===== src/rtl/ps2_key_decoder_if.sv =====
// rtl/ps2_key_decoder_if.sv - PS/2 line inputs and decoded key level outputs of ps2_key_decoder.
interface ps2_key_decoder_if;
  logic        ps2ck;
  logic        ps2dt;
  logic [15:0] numbers;
  logic        keyBackspace;
  logic        delete;
  logic        scan_valid;
  logic [7:0]  scan_code;
  logic        frame_err;

  modport master (
    output ps2ck, ps2dt,
    input  numbers, keyBackspace, delete, scan_valid, scan_code, frame_err
  );

  modport slave (
    input  ps2ck, ps2dt,
    output numbers, keyBackspace, delete, scan_valid, scan_code, frame_err
  );
endinterface


===== src/rtl/ps2_key_decoder.sv =====
// rtl/ps2_key_decoder.sv - PS/2 frame receiver and make/break decoder for hex entry keys.
// Optional odd-parity checking is enabled by defining PS2_PARITY_CHECK_EN.
module ps2_key_decoder #(
  parameter int TIMEOUT_CYCLES = 50000,
  parameter int SYNC_STAGES    = 2
) (
  input  logic            clk,
  input  logic            rst,
  ps2_key_decoder_if.slave bus
);

  localparam int TW = $clog2(TIMEOUT_CYCLES + 1);

  typedef enum logic [1:0] {S_IDLE, S_RECV, S_CHECK} state_t;

  logic [SYNC_STAGES-1:0] ck_sync_q;
  logic [SYNC_STAGES-1:0] dt_sync_q;
  logic                   ck_prev_q;
  state_t                 state_q;
  logic [3:0]             bit_cnt_q;
  logic [9:0]             shift_q;
  logic [TW-1:0]          to_cnt_q;
  logic                   ext_q, ext_d;
  logic                   brk_q, brk_d;
  logic [17:0]            keys_q, keys_d;
  logic                   scan_valid_q;
  logic [7:0]             scan_code_q;
  logic                   frame_err_q;

  logic                   ck_s, dt_s, fall, timeout, frame_ok;
  logic [17:0]            key_map;

  assign ck_s    = ck_sync_q[SYNC_STAGES-1];
  assign dt_s    = dt_sync_q[SYNC_STAGES-1];
  assign fall    = ck_prev_q & ~ck_s;
  assign timeout = (to_cnt_q == TW'(TIMEOUT_CYCLES));

  // After ten LSB-first shifts: [7:0] data, [8] parity, [9] stop.
`ifdef PS2_PARITY_CHECK_EN
  assign frame_ok = shift_q[9] & (^shift_q[8:0]);
`else
  logic unused_parity;
  assign unused_parity = shift_q[8];
  assign frame_ok      = shift_q[9];
`endif

  // Key vector layout: [15:0] hex digits, [16] Backspace, [17] Delete.
  function automatic logic [17:0] map_key(input logic [7:0] code, input logic ext);
    logic [17:0] k;
    k = '0;
    if (ext) begin
      if (code == 8'h71) k[17] = 1'b1;
    end else begin
      case (code)
        8'h45: k[0]  = 1'b1;
        8'h16: k[1]  = 1'b1;
        8'h1E: k[2]  = 1'b1;
        8'h26: k[3]  = 1'b1;
        8'h25: k[4]  = 1'b1;
        8'h2E: k[5]  = 1'b1;
        8'h36: k[6]  = 1'b1;
        8'h3D: k[7]  = 1'b1;
        8'h3E: k[8]  = 1'b1;
        8'h46: k[9]  = 1'b1;
        8'h1C: k[10] = 1'b1;
        8'h32: k[11] = 1'b1;
        8'h21: k[12] = 1'b1;
        8'h23: k[13] = 1'b1;
        8'h24: k[14] = 1'b1;
        8'h2B: k[15] = 1'b1;
        8'h66: k[16] = 1'b1;
        default: k = '0;
      endcase
    end
    return k;
  endfunction

  always_comb begin
    key_map = map_key(shift_q[7:0], ext_q);
    ext_d   = ext_q;
    brk_d   = brk_q;
    keys_d  = keys_q;
    if (shift_q[7:0] == 8'hE0) begin
      ext_d = 1'b1;
    end else if (shift_q[7:0] == 8'hF0) begin
      brk_d = 1'b1;
    end else begin
      ext_d = 1'b0;
      brk_d = 1'b0;
      // Make replaces the held key; break only releases the key actually held.
      if (key_map != '0) begin
        if (!brk_q)                keys_d = key_map;
        else if (key_map == keys_q) keys_d = '0;
      end
    end
  end

  always_ff @(posedge clk or negedge rst) begin
    if (!rst) begin
      ck_sync_q <= '1;
      dt_sync_q <= '1;
    end else begin
      ck_sync_q <= {ck_sync_q[SYNC_STAGES-2:0], bus.ps2ck};
      dt_sync_q <= {dt_sync_q[SYNC_STAGES-2:0], bus.ps2dt};
    end
  end

  always_ff @(posedge clk or negedge rst) begin
    if (!rst) begin
      ck_prev_q    <= 1'b1;
      state_q      <= S_IDLE;
      bit_cnt_q    <= '0;
      shift_q      <= '0;
      to_cnt_q     <= '0;
      ext_q        <= 1'b0;
      brk_q        <= 1'b0;
      keys_q       <= '0;
      scan_valid_q <= 1'b0;
      scan_code_q  <= '0;
      frame_err_q  <= 1'b0;
    end else begin
      ck_prev_q    <= ck_s;
      scan_valid_q <= 1'b0;
      frame_err_q  <= 1'b0;

      if (fall)          to_cnt_q <= '0;
      else if (!timeout) to_cnt_q <= to_cnt_q + 1'b1;

      case (state_q)
        S_IDLE: begin
          bit_cnt_q <= '0;
          if (fall && !dt_s) state_q <= S_RECV;
        end
        S_RECV: begin
          if (fall) begin
            shift_q   <= {dt_s, shift_q[9:1]};
            bit_cnt_q <= bit_cnt_q + 1'b1;
            if (bit_cnt_q == 4'd9) state_q <= S_CHECK;
          end else if (timeout) begin
            state_q   <= S_IDLE;
            bit_cnt_q <= '0;
          end
        end
        S_CHECK: begin
          state_q   <= S_IDLE;
          bit_cnt_q <= '0;
          if (frame_ok) begin
            scan_valid_q <= 1'b1;
            scan_code_q  <= shift_q[7:0];
            ext_q        <= ext_d;
            brk_q        <= brk_d;
            keys_q       <= keys_d;
          end else begin
            frame_err_q  <= 1'b1;
          end
        end
        default: begin
          state_q   <= S_IDLE;
          bit_cnt_q <= '0;
        end
      endcase
    end
  end

  assign bus.numbers      = keys_q[15:0];
  assign bus.keyBackspace = keys_q[16];
  assign bus.delete       = keys_q[17];
  assign bus.scan_valid   = scan_valid_q;
  assign bus.scan_code    = scan_code_q;
  assign bus.frame_err    = frame_err_q;

endmodule

===== src/flat_wrapper.sv =====
// flat-port wrapper written by rule: the top's interface ports become plain ports
module ps2_key_decoder_flat 
#(
  parameter int TIMEOUT_CYCLES = 50000,
  parameter int SYNC_STAGES    = 2
)
  (clk, rst, bus_ps2ck, bus_ps2dt, bus_numbers, bus_keyBackspace, bus_delete, bus_scan_valid, bus_scan_code, bus_frame_err);
  ps2_key_decoder_if bus_i ();
  input  logic clk;
  input  logic rst;
  input wire logic [$bits(bus_i.ps2ck)-1:0] bus_ps2ck;
  input wire logic [$bits(bus_i.ps2dt)-1:0] bus_ps2dt;
  output wire logic [$bits(bus_i.numbers)-1:0] bus_numbers;
  output wire logic [$bits(bus_i.keyBackspace)-1:0] bus_keyBackspace;
  output wire logic [$bits(bus_i.delete)-1:0] bus_delete;
  output wire logic [$bits(bus_i.scan_valid)-1:0] bus_scan_valid;
  output wire logic [$bits(bus_i.scan_code)-1:0] bus_scan_code;
  output wire logic [$bits(bus_i.frame_err)-1:0] bus_frame_err;
  assign bus_i.ps2ck = bus_ps2ck;
  assign bus_i.ps2dt = bus_ps2dt;
  assign bus_numbers = bus_i.numbers;
  assign bus_keyBackspace = bus_i.keyBackspace;
  assign bus_delete = bus_i.delete;
  assign bus_scan_valid = bus_i.scan_valid;
  assign bus_scan_code = bus_i.scan_code;
  assign bus_frame_err = bus_i.frame_err;
  ps2_key_decoder #(.TIMEOUT_CYCLES(TIMEOUT_CYCLES), .SYNC_STAGES(SYNC_STAGES)) u_core (.clk(clk), .rst(rst), .bus(bus_i));
endmodule

===== config.mk =====
export PLATFORM = sky130hd
export DESIGN_NAME = ps2_key_decoder_flat
export DESIGN_NICKNAME = d
export VERILOG_FILES = /design/src/rtl/ps2_key_decoder_if.sv /design/src/rtl/ps2_key_decoder.sv /design/src/flat_wrapper.sv
export SDC_FILE = /design/constraint.sdc
export NUM_CORES = 1
export LEC_CHECK = 0
export BUFFER_PORTS_ARGS = -buffer_cell sky130_fd_sc_hd__buf_4
export CAP_MARGIN = 20
export CORE_MARGIN = 2
export CORE_UTILIZATION = 51
export CTS_CLUSTER_SIZE = 16
export DETAILED_ROUTE_END_ITERATION = 7
export PLACE_DENSITY_LB_ADDON = 0.15
export SLEW_MARGIN = 25
export SYNTH_ARGS = -nofsm -noshare
export SYNTH_HDL_FRONTEND = slang
export SYNTH_SLANG_ARGS = --single-unit

===== constraint.sdc =====
create_clock -name clk -period 5.1 [get_ports clk]
set_input_delay 1.02 -clock clk [delete_from_list [all_inputs] [get_ports clk]]
set_output_delay 1.02 -clock clk [all_outputs]
set_load 0.005 [all_outputs]

# --- Yosys cells after proc, flatten, opt, wreduce, memory -nomap -nowiden ---
# Index checks and enable logic that the tools add are counted.
totals:
  ff_bits: 67
  latchBits: 0
  ram_bits: 0
  mem_bits_ro: 0
  input_bits: 4
  out_inout_bits: 28
  wordCells: 99
  n_memories: 0
classes:
  n_addsub: 2
  multipliers: 0
  n_div: 0
  n_lt_le_gt_ge: 0
  n_eq_ne: 31
  n_shift: 0
  muxes: 39
  n_bitwise: 4
  n_reduce_logical: 10
op_table:
  columns: ["op", "n"]
  rows:
  - ["$eq 8x6->1 const B", 11]
  - ["$mux 18", 2]
  - ["$eq 8x7->1 const B", 4]
  - ["$mux 16", 2]
  - ["$mux 1", 26]
  - ["$eq 8x5->1 const B", 3]
  - ["$eq 18x18->1", 1]
  - ["$reduce_bool 18->1", 1]
  - ["$mux 17", 1]
  - ["$add 16x1->16 const B", 1]
  - ["$eq 16x16->1 const B", 1]
  - ["$eq 8x8->1 const B", 2]
  - ["$mux 4", 3]
  - ["$reduce_and 3->1", 3]
  - ["$mux 2", 4]
  - ["$ne 2x1->1 const B", 3]
  - ["$reduce_and 6->1", 1]
  - ["$add 4x1->4 const B", 1]
  - ["$eq 4x4->1 const B", 1]
  - ["$pmux 2 s2", 1]
  - ["$reduce_and 2->1", 2]
  - ["$ne 3x1->1 const B", 1]
  - ["$ne 3x3->1 const B", 1]
  - ["$not 1->1", 3]
  - ["other kinds (7)", 7]

# --- Logic depth before layout (Yosys ltp) ---
# Gate-level depths: netlist (run 1).
depth:
  ltp_word: 6
  mapped_depth: 11
  depth_no_buf: 9

# --- Worst setup path after synthesis (run 1) ---
# OpenSTA, ideal clock, no wires.
synth_timing:
  kind: "register to register"
  startpoint: "register u_core.shift_q[4]"
  endpoint: "register u_core.keys_q[15]"
  setup_ns: 0.122
  arrival_ns: 2.501
  required_time_ns: 4.978
  slack_ns: 2.478
  stages_incl_launch_ff: 11
  path_buffers: 3
  period_less_slack_ns: 2.622
  cell_sequence: "dfrtp_1 -> or4b_1 -> buf_2 -> or4_1 -> o311a_1 -> nor4_2 -> nand4_1 -> a21o_1 -> buf_6 -> buf_8 -> a32o_1"
synth_via:
  elab_chain_cells: 6
  word_cells_on_any_way: 47
  classes_between: "eq/ne (22); mux (21); bitwise (2); reduce/logical (2)"
synth_rtl:
  columns: ["element", "line", "source"]
  rows:
  - ["from (decl)", "ps2_key_decoder.sv:21", "logic [9:0] shift_q;"]
  - ["from (signal assigned)", "ps2_key_decoder.sv:136", "shift_q <= {dt_s, shift_q[9:1]};"]
  - ["$eq 8x7->1 (tied with other cells)", "ps2_key_decoder.sv:54", "case (code)"]
  - ["$mux 1 (on tied branches)", "ps2_key_decoder.sv:54, ps2_key_decoder.sv:52", null]
  - ["$mux 17 or $mux 1 (tied branches)", "ps2_key_decoder.sv:51", "if (ext) begin"]
  - ["$eq 18x18->1", "ps2_key_decoder.sv:93", "else if (key_map == keys_q) keys_d = '0;"]
  - ["$ne 2x2->1 (no source line)", null, null]
  - ["$reduce_and 6->1 (no source line)", null, null]
  - ["to (signal assigned)", "ps2_key_decoder.sv:152", "keys_q <= keys_d;"]
  - ["to (decl)", "ps2_key_decoder.sv:25", "logic [17:0] keys_q, keys_d;"]
# Several ways; a longest one is shown, not always the timed one.
# A chain may end at the register's enable or synchronous reset.

# --- Final worst setup path (run 1) ---
layout_timing:
  startpoint: "register u_core.shift_q[4]"
  endpoint: "register u_core.keys_q[13]"
# Same word-level chain as after synthesis.

==> results list, run 1 <==
- Worst VDD drop: 0.000231 V
- Counting I/O delays and the setup requirement, the final critical path takes 3.07 ns.
- Net total in the final layout: ~390
- CTS Buffer Depth: 2
- The flow ran to the end, and the final reports show no timing, DRC or antenna violations.
- Detail-routed via count per cell: 5.96
- Measured along the x axis, the die boundary spans 85.9 um.
- Startpoint-to-endpoint class of the critical path: reg -> reg
- The startpoint identified for the worst hold timing path is u_core.ck_sync_q[0].
* Number of clock sinks seen by CTS: 67
* DRT iter0 DRCs: 178
- Sequential cells were found to cover 49.1% of the synthesized design area.
- Worst slew slack as a fraction of its limit: 39.9%
- TritonCTS built the clock tree.
- After floorplanning, the core was divided into 29 placement rows.
- In this run the worst path has a maximum fanout of 18.
* Pin count of the biggest net entering global routing: 68
* Number of port buffers: 31
- Summing the areas of all fa, ha and maj instances in the mapped netlist gives approximately 1.5% of the synthesized area.
* Capture point of the worst reg-to-reg path: u_core.keys_q[13]
- The cell sitting at the root of the clock tree is a sky130_fd_sc_hd__clkbuf_8.
* Die area: 0.00739 sq mm
- Summed over all layers, the routed wires come to ~7.4 mm.
* Worst Hold Class: reg -> reg
- Slack of the worst reg-to-reg path: 2.03 ns
* Sequential cell area in the final layout: 0.00168 sq mm
- In this run, CTS created clock tree buffers numbering 9.
- FF-to-FF Start: u_core.shift_q[4]
* Clock insertion delay at the later pin of the skew report: 0.35 ns
- The worst setup path is captured at a flip-flop.
* Footprint of the multi-input gates: 0.00160 sq mm
* Filler cell count: 556
- Antenna violations before repair: 0
* Maximum clock frequency: between 0.3 and 0.4 GHz
* Vias in the first global route: 2656
- Count of buffer and inverter cells on the critical path: 0
- After synthesis, the share of flip-flops with an asynchronous set or reset is 100%.
- The Yosys step of the flow raised 0 warnings.
- Router iterations before antenna repair: 7
- Detailed routing inserted a total of 2755 vias.
- For this run the aggregate overflow at the end of global routing stands at 0.
- Pwr Density: 316 mW/mm^2
- Post-CTS setup buffer count: 0
- Synthesis inferred 67 register bits.
- Count of instances resized after the clock tree is built: 0
* Share of cells above drive strength 1: 16.1%
- Count of distinct cell types in the synthesized netlist: 58
- sky130_fd_sc_hd__dfrtp_1 takes more of the synthesized area than any other cell.
- Measured along the y axis, the die boundary spans 85.9 um.
* Biggest cell delay along the critical path: approximately 0.73 ns
- The final critical path takes up 60.2% of the cycle.
- Share of the synthesized area in the top cell type: ~45%
- Simple-gate share of the synthesized area: 27.6%
- Final number of hold-violating endpoints: 0
* Nets in the synthesized netlist: 368
- The synthesized netlist devotes 12.3% of its cell area to compound gates.
* Clock-pin slew on the worst setup and hold paths: 0.08 ns
- Most used standard cell by instance count after synthesis: sky130_fd_sc_hd__dfrtp_1
* Floorplan Core Area: 0.00642 sq mm
- RSZ-0062 raised after global routing: false
* Count of flip-flops with a built-in enable after synthesis: 0
- In the synthesized netlist the dominant register cell turns out to be sky130_fd_sc_hd__dfrtp_1.
- The worst hold path terminates at u_core.ck_sync_q[1].
- Area growth from synthesis to final layout: 12.3%
- The tool flagged a number of max-cap violations equal to 0.
- After synthesis, the cell types taking the most area are sky130_fd_sc_hd__dfrtp_1 (45%), sky130_fd_sc_hd__nand2_1 (6.2%), sky130_fd_sc_hd__nor2_1 (4.3%).
- The slowest stage of the critical path is the sky130_fd_sc_hd__or4b_1 cell.
- The max-slew violation count is 0.
- Leakage power total: 0.00174 uW
* Final worst clock skew: 0.00958 ns
* Total routing usage reported by global routing: approximately 22%
- The first global-routing pass estimated 12.6 mm of wire.
* Starting utilization of the core area: 53.3%
- Mux share of post-synthesis cell area: 1.53%
- Final setup violation count: 0
- Sum of negative setup slack: 0 ns
- Cell depth of the worst flop-to-flop path: 7
* PnR Total Power: 1220 uW
* Leading cell types by count after synthesis: sky130_fd_sc_hd__dfrtp_1 (62), sky130_fd_sc_hd__nand2_1 (57), sky130_fd_sc_hd__nor2_1 (39)
- Final weighted congestion in routability-driven placement: 0.871
- Worst endpoint required time: about 5.3 ns
* Mapped Avg Cell Area: 9.51 sq um
* Netlist Area Pre-Place: 0.00342 sq mm
- Of the total synthesized cell area, the portion taken by XOR and XNOR cells is under 10%.
* Maximum level of the CTS H-tree: 3
- Hold-fix buffers, CTS: 0
* Gate count of the mapped netlist: 360
- 0 antenna diodes ended up in the layout.
- In the routed design, unresolved DRC markers number 0.
- Counting instances, the worst hold path has a depth of 0.
- Data arrives at the worst endpoint at around 3.3 ns.
- Final HPWL from detailed placement: between 4 and 5 mm
- Traced cell by cell, the critical path runs through or4b_1 -> nor3b_1 -> xor2_1 -> nor4_1 -> nand4_1 -> a21o_1 -> a32o_1.
* Post-route ant nets: 0
- IO Pins: 32
- For the pin with the worst max-slew slack, the measured transition is 0.898 ns.
* Wire length per cell after detailed routing: 16.0 um
- Worst path top cell family by delay: simple AND/OR/NAND/NOR gates
- Largest family of logic cells by synthesized area: simple AND/OR/NAND/NOR gates
- The worst setup path is launched from a flip-flop.
==> area by class of cell <==
class                      instances  area share, %
inverter                          10          0.976
clock buffer                      10           3.32
multi-input combinational        261           41.7
clock inverter                     6           1.72
sequential                        67           43.8
tap                               77           2.50
timing repair buffer              31           6.05
==> logic make-up (layout without fill, tap and decap cells) <==
| logic type | after synthesis | in the layout |
|---|---|---|
| simple gates | 179 | 179 |
| mux | 5 | 5 |
| compound gates | 58 | 58 |
| fa+ha+maj | 4 | 4 |
| xor+xnor | 15 | 15 |
| buf+inv | 32 | 57 |
| flops | 67 | 67 |
==> how the worst max path moves through the flow <==
stage | start | to | slack (ns) | cells after the start
after floorplan | u_core.shift_q[4] | u_core.keys_q[15] | 2.48 | 10
after global placement | u_core.shift_q[4] | u_core.keys_q[3] | 2.13 | 7
after detailed placement | u_core.shift_q[4] | u_core.keys_q[8] | 2.07 | 7
after CTS | u_core.shift_q[4] | u_core.keys_q[13] | 2.07 | 7
after global routing | u_core.shift_q[5] | u_core.keys_q[8] | 1.73 | 7
final | u_core.shift_q[4] | u_core.keys_q[13] | 2.03 | 7
==> per-layer routing <==
metal | vias to the layer above | global-route usage (%) | routed length [um]
li1 | 1323 | - | -
met1 | 1321 | 28.1 | 3210
met2 | 98 | 34.5 | 3620
met3 | 13 | 5.10 | 416
met4 | 0 | 10.1 | 157
met5 | - | 0 | 0
==> cell usage in the layout (no fill, tap or decap), types with 3 or more instances in the layout <==
cell type                  instances
sky130_fd_sc_hd__nand2b_1          8
sky130_fd_sc_hd__nand3b_1          3
sky130_fd_sc_hd__clkbuf_8          9
sky130_fd_sc_hd__dfrtp_1          62
sky130_fd_sc_hd__xnor2_1           3
sky130_fd_sc_hd__nand2_1          57
sky130_fd_sc_hd__nor2_1           39
sky130_fd_sc_hd__and3_1            3
sky130_fd_sc_hd__nor3b_1           5
sky130_fd_sc_hd__nand4_1           9
sky130_fd_sc_hd__ha_1              4
sky130_fd_sc_hd__or3_1             6
sky130_fd_sc_hd__nand3_1           7
sky130_fd_sc_hd__o21ai_0          17
sky130_fd_sc_hd__a211oi_1          4
sky130_fd_sc_hd__mux2i_1           3
sky130_fd_sc_hd__a22o_1            9
sky130_fd_sc_hd__dfstp_2           5
sky130_fd_sc_hd__a32o_1            9
sky130_fd_sc_hd__inv_1            10
sky130_fd_sc_hd__nor4_1            8
sky130_fd_sc_hd__a21oi_1           6
sky130_fd_sc_hd__nor3_1            8
sky130_fd_sc_hd__buf_4            31
sky130_fd_sc_hd__clkinv_4          3
sky130_fd_sc_hd__xor2_1           12
==> report_power, final <==
group | leakage, uW | internal, uW | total (uW) | switching [uW]
Clock | 0.000100 | 227 | 439 | 212
Sequential | 0.000908 | 569 | 642 | 72.8
Combinational | 0.000736 | 53.8 | 136 | 81.8
Total | 0.00174 | 850 | 1220 | 367
==> worst reg2reg max path, delay by kind of cell (launching register included) <==
family           cells  cell delay [ns]
XOR/XNOR             1             0.12
AO/OA/AOI/OAI        2             0.71
flip-flops           1             0.48
AND/OR/NAND/NOR      4             1.65
==> metrics by stage <==
stage	util [%]	hold WS, ns	area [sq um]	setup slack, ns	std cells
floorplan	-	0.345	3420	2.48	360
global placement	56.8	0.346	3650	2.13	446
detailed placement	56.9	0.349	3650	2.07	446
CTS	59.9	0.360	3850	2.07	462
global route	59.9	0.365	3850	1.73	462
finish	59.9	0.359	3850	2.03	462
==> sequential cells by signal, summed over array words and instances (netlist names) <==
register	count
u_core.ck_prev_q	1
u_core.bus.scan_code	8
u_core.ext_q	1
u_core.bit_cnt_q	4
u_core.state_q	2
u_core.shift_q	10
u_core.bus.frame_err	1
u_core.to_cnt_q	16
u_core.keys_q	18
u_core.brk_q	1
u_core.bus.scan_valid	1
u_core.ck_sync_q	2
u_core.dt_sync_q	2
No activity file was read; power rests on OpenSTA's default activity.
==> inputs of run 2 (changes only) <==
Clock period 5.1 ns to 2.5 ns, I/O delays scaled along.
==> run 2 against run 1 <==
Non-clock buffer count rose by 48. Sequential power increased by 93%. Register-to-register slack got worse by 2.0 ns. Setup slack worse by 2.0 ns. Hold slack worse by 0.12 ns. Via count increased by 6.2%. Global-route usage grew 2.1 points. Combinational power grew to 3.7 times the previous value. Wire length grew 11%. Final area rose by 13%. Critical path type unchanged. Largest cell class unchanged.
==> results list, run 2 (synthesized netlist as in run 1, its figures left out) <==
* Share of cells above drive strength 1: approximately 29%
- Clock skew on the completed layout was measured at 0.0103 ns.
- Setup violations remaining at the end of the flow were counted as 0.
- Antenna violations before repair: 0
- Biggest cell delay along the critical path: 0.51 ns
* Beginning of the critical path: u_core.shift_q[6]
- In this run the standard cell core region covers between 0.006 and 0.007 sq mm.
- Sequential cells account for 45.0% of the total power.
- Filler cell count: around 540
* Global-route congestion overflow total: 0
* Vias in the first global route: 2878
- Most common cell after layout, fill and taps aside: sky130_fd_sc_hd__buf_4
* Share of power burned in combinational logic: 18.1%
* Share of power burned in the clock network: 36.9%
* Die span in y: 85.9 um
- The critical path goes through buf_4 -> or4bb_1 -> nor3_2 -> buf_4 -> xor2_1 -> nor4_2 -> nand4_1 -> a21o_1 -> buf_12 -> a22o_1.
- Min cycle time layout: 2.49 ns
- Relative to the synthesized area, the layout overhead comes to 26.5%.
- Dividing the detail-routed wire length by the instance count gives 16.1 um.
- Die area: roughly 0.0074 sq mm
- The worst-case IR drop observed on VDD is 0.000595 V.
* Final number of hold-violating endpoints: 0
* PnR Total Power: 2760 uW
- Maximum clock frequency: ~0.40 GHz
- Final HPWL from detailed placement: just under 6 mm
- Net switching is 29.6% of the power.
- Global routing used a little under a quarter of the available tracks across all layers.
- The worst pin sits at a relative slew slack of approximately 45%.
* Worst path top cell family by delay: simple AND/OR/NAND/NOR gates
- Post-Route Hold Slack: between 0.2 and 0.25 ns
- The path class of the tightest hold or removal check is in -> async.
- The worst setup path is of the reg -> reg kind.
- The internal power of the cells totals 1940 uW.
* Via total after detailed routing: 2926
- The largest individual stage delay along the critical path comes from the cell sky130_fd_sc_hd__or4bb_1.
- Root Driver: sky130_fd_sc_hd__clkbuf_8
- CP Max Fanout: 18
- RSZ-0062 raised after global routing: true
- Number of CTS-inserted buffers: 9
- Max Cap Viol: 0
* Horizontal extent of the die: about 86 um
- Remaining DRCs: 0
- At the later pin of the worst-skew pair, clock insertion delay measures 0.35 ns.
- For this design the total switching power over the nets is 815 uW.
- At the end of the flow, the number of nets in the layout was roughly 440.
- TritonCTS built the clock tree.
- The detailed router finished its first iteration with between 150 and 200 violations.
- Number of pins with negative max-slew slack in the final report: 0
* Worst endpoint required time: around 2.7 ns
- The finished layout holds 510 standard cells, fillers aside.
* Number of port buffers: 31
- Router iterations before antenna repair: 4
- Leakage power total: a little over 0.002 uW
- For this configuration, the core starts out at a cell density of 53.3%.
- Count of buffer and inverter cells on the critical path: 3
- Result of the run: completed
- No sink is reached through more buffers than the 2 on the longest clock path.
- Final design utilization: 67.4%
* Commonest non-fill, non-tap cells in the layout: sky130_fd_sc_hd__buf_4 (77), sky130_fd_sc_hd__dfrtp_1 (61), sky130_fd_sc_hd__nand2_1 (57), sky130_fd_sc_hd__nor2_1 (39), sky130_fd_sc_hd__o21ai_0 (17)
* Period utilisation layout: 99.6%
* Maximum level of the CTS H-tree: 3
- Placed Cells: 493
- The startpoint identified for the worst register-to-register timing path is u_core.shift_q[6].
- Detail-routed via count per cell: 5.74
- Worst-Margin Slew: roughly 0.83 ns
- Category of the worst setup path capture point: flip-flop
- Clock tree synthesis found a total of 67 sinks.
- 0 antenna diodes ended up in the layout.
* IO Pins: 32
- Startpoint type of the worst setup path: flip-flop
- Total wire length: 8.22 mm
* Post-route ant nets: 0
- Ranked by flip-flop count, first place goes to u_core.keys_q.
- The largest registers in the layout are u_core.keys_q: 18 flops, u_core.to_cnt_q: 16 flops, u_core.shift_q: 10 flops.
- Clock-pin slew on the worst setup and hold paths: 0.08 ns
- The register with the most flip-flops in the layout has 18 of them.
* Pin count of the biggest net entering global routing: 68
* Most frequent CP cell: sky130_fd_sc_hd__buf_4
- Final weighted congestion in routability-driven placement: 0.833
- CP arrival: 2.73 ns
- Number of rows in the core area: 29
- Wire length of the first global-routing pass: 13.7 mm
- Pwr Density: 636 mW/mm^2
run 2: power by group through the flow:
stage | clock, uW | combinational, uW | sequential (uW)
global route | 1080 | 550 | 1260
global placement | 0 | 447 | 1250
finish | 1020 | 498 | 1240
detailed placement | 0 | 456 | 1260
floorplan | 0 | 291 | 1230
CTS | 1040 | 461 | 1240
run 2: cell type report:
| type | instances | area, sq um | area share, % |
|---|---|---|---|
| inverters | 10 | 37.5 | 0.867 |
| multi-input cells | 261 | 1680 | 38.8 |
| well taps | 77 | 96.3 | 2.22 |
| clock buffers | 9 | 124 | 2.86 |
| clock inverters | 7 | 100 | 2.31 |
| repair buffers | 79 | 609 | 14.1 |
| flip-flops and latches | 67 | 1680 | 38.9 |
run 2: worst paths after layout:
| check | cells after the start | to | slack (ns) |
|---|---|---|---|
| setup reg to reg | 10 | u_core.keys_q[5] | 0.009 |
| setup / recovery | 10 | u_core.keys_q[5] | 0.009 |
| hold reg to reg | 0 | u_core.ck_sync_q[1] | 0.35 |
| max in group asynchronous | 1 | u_core.shift_q[1] | 1.66 |
| min in group clk | 1 | u_core.dt_sync_q[0] | 0.25 |
| hold / removal | 1 | u_core.keys_q[6] | 0.24 |
run 2: per-stage QoR:
step                      TNS, ns  cell area (sq um)  setup WS, ns
after floorplan            -0.395               3430       -0.0429
after global placement     -0.682               4020       -0.0606
after detailed placement    -1.81               4020        -0.131
after CTS                  -0.448               4250       -0.0539
after global routing        -1.59               4330        -0.125
final                           0               4330       0.00936
run 2: layer usage:
layer	track usage, %	share of wire, %
met1	30.2	42
met2	39.9	51
met3	3.46	3.7
met4	11.1	2.4
met5	0	0
run 2: repair_timing:
| action | in CTS | in global routing |
|---|---|---|
| hold buffers | 0 | 0 |
| pin swaps | 0 | 3 |
| setup buffers | 0 | 1 |
| resized for setup | 2 | 16 |
| setup endpoints to repair | 18 | 18 |
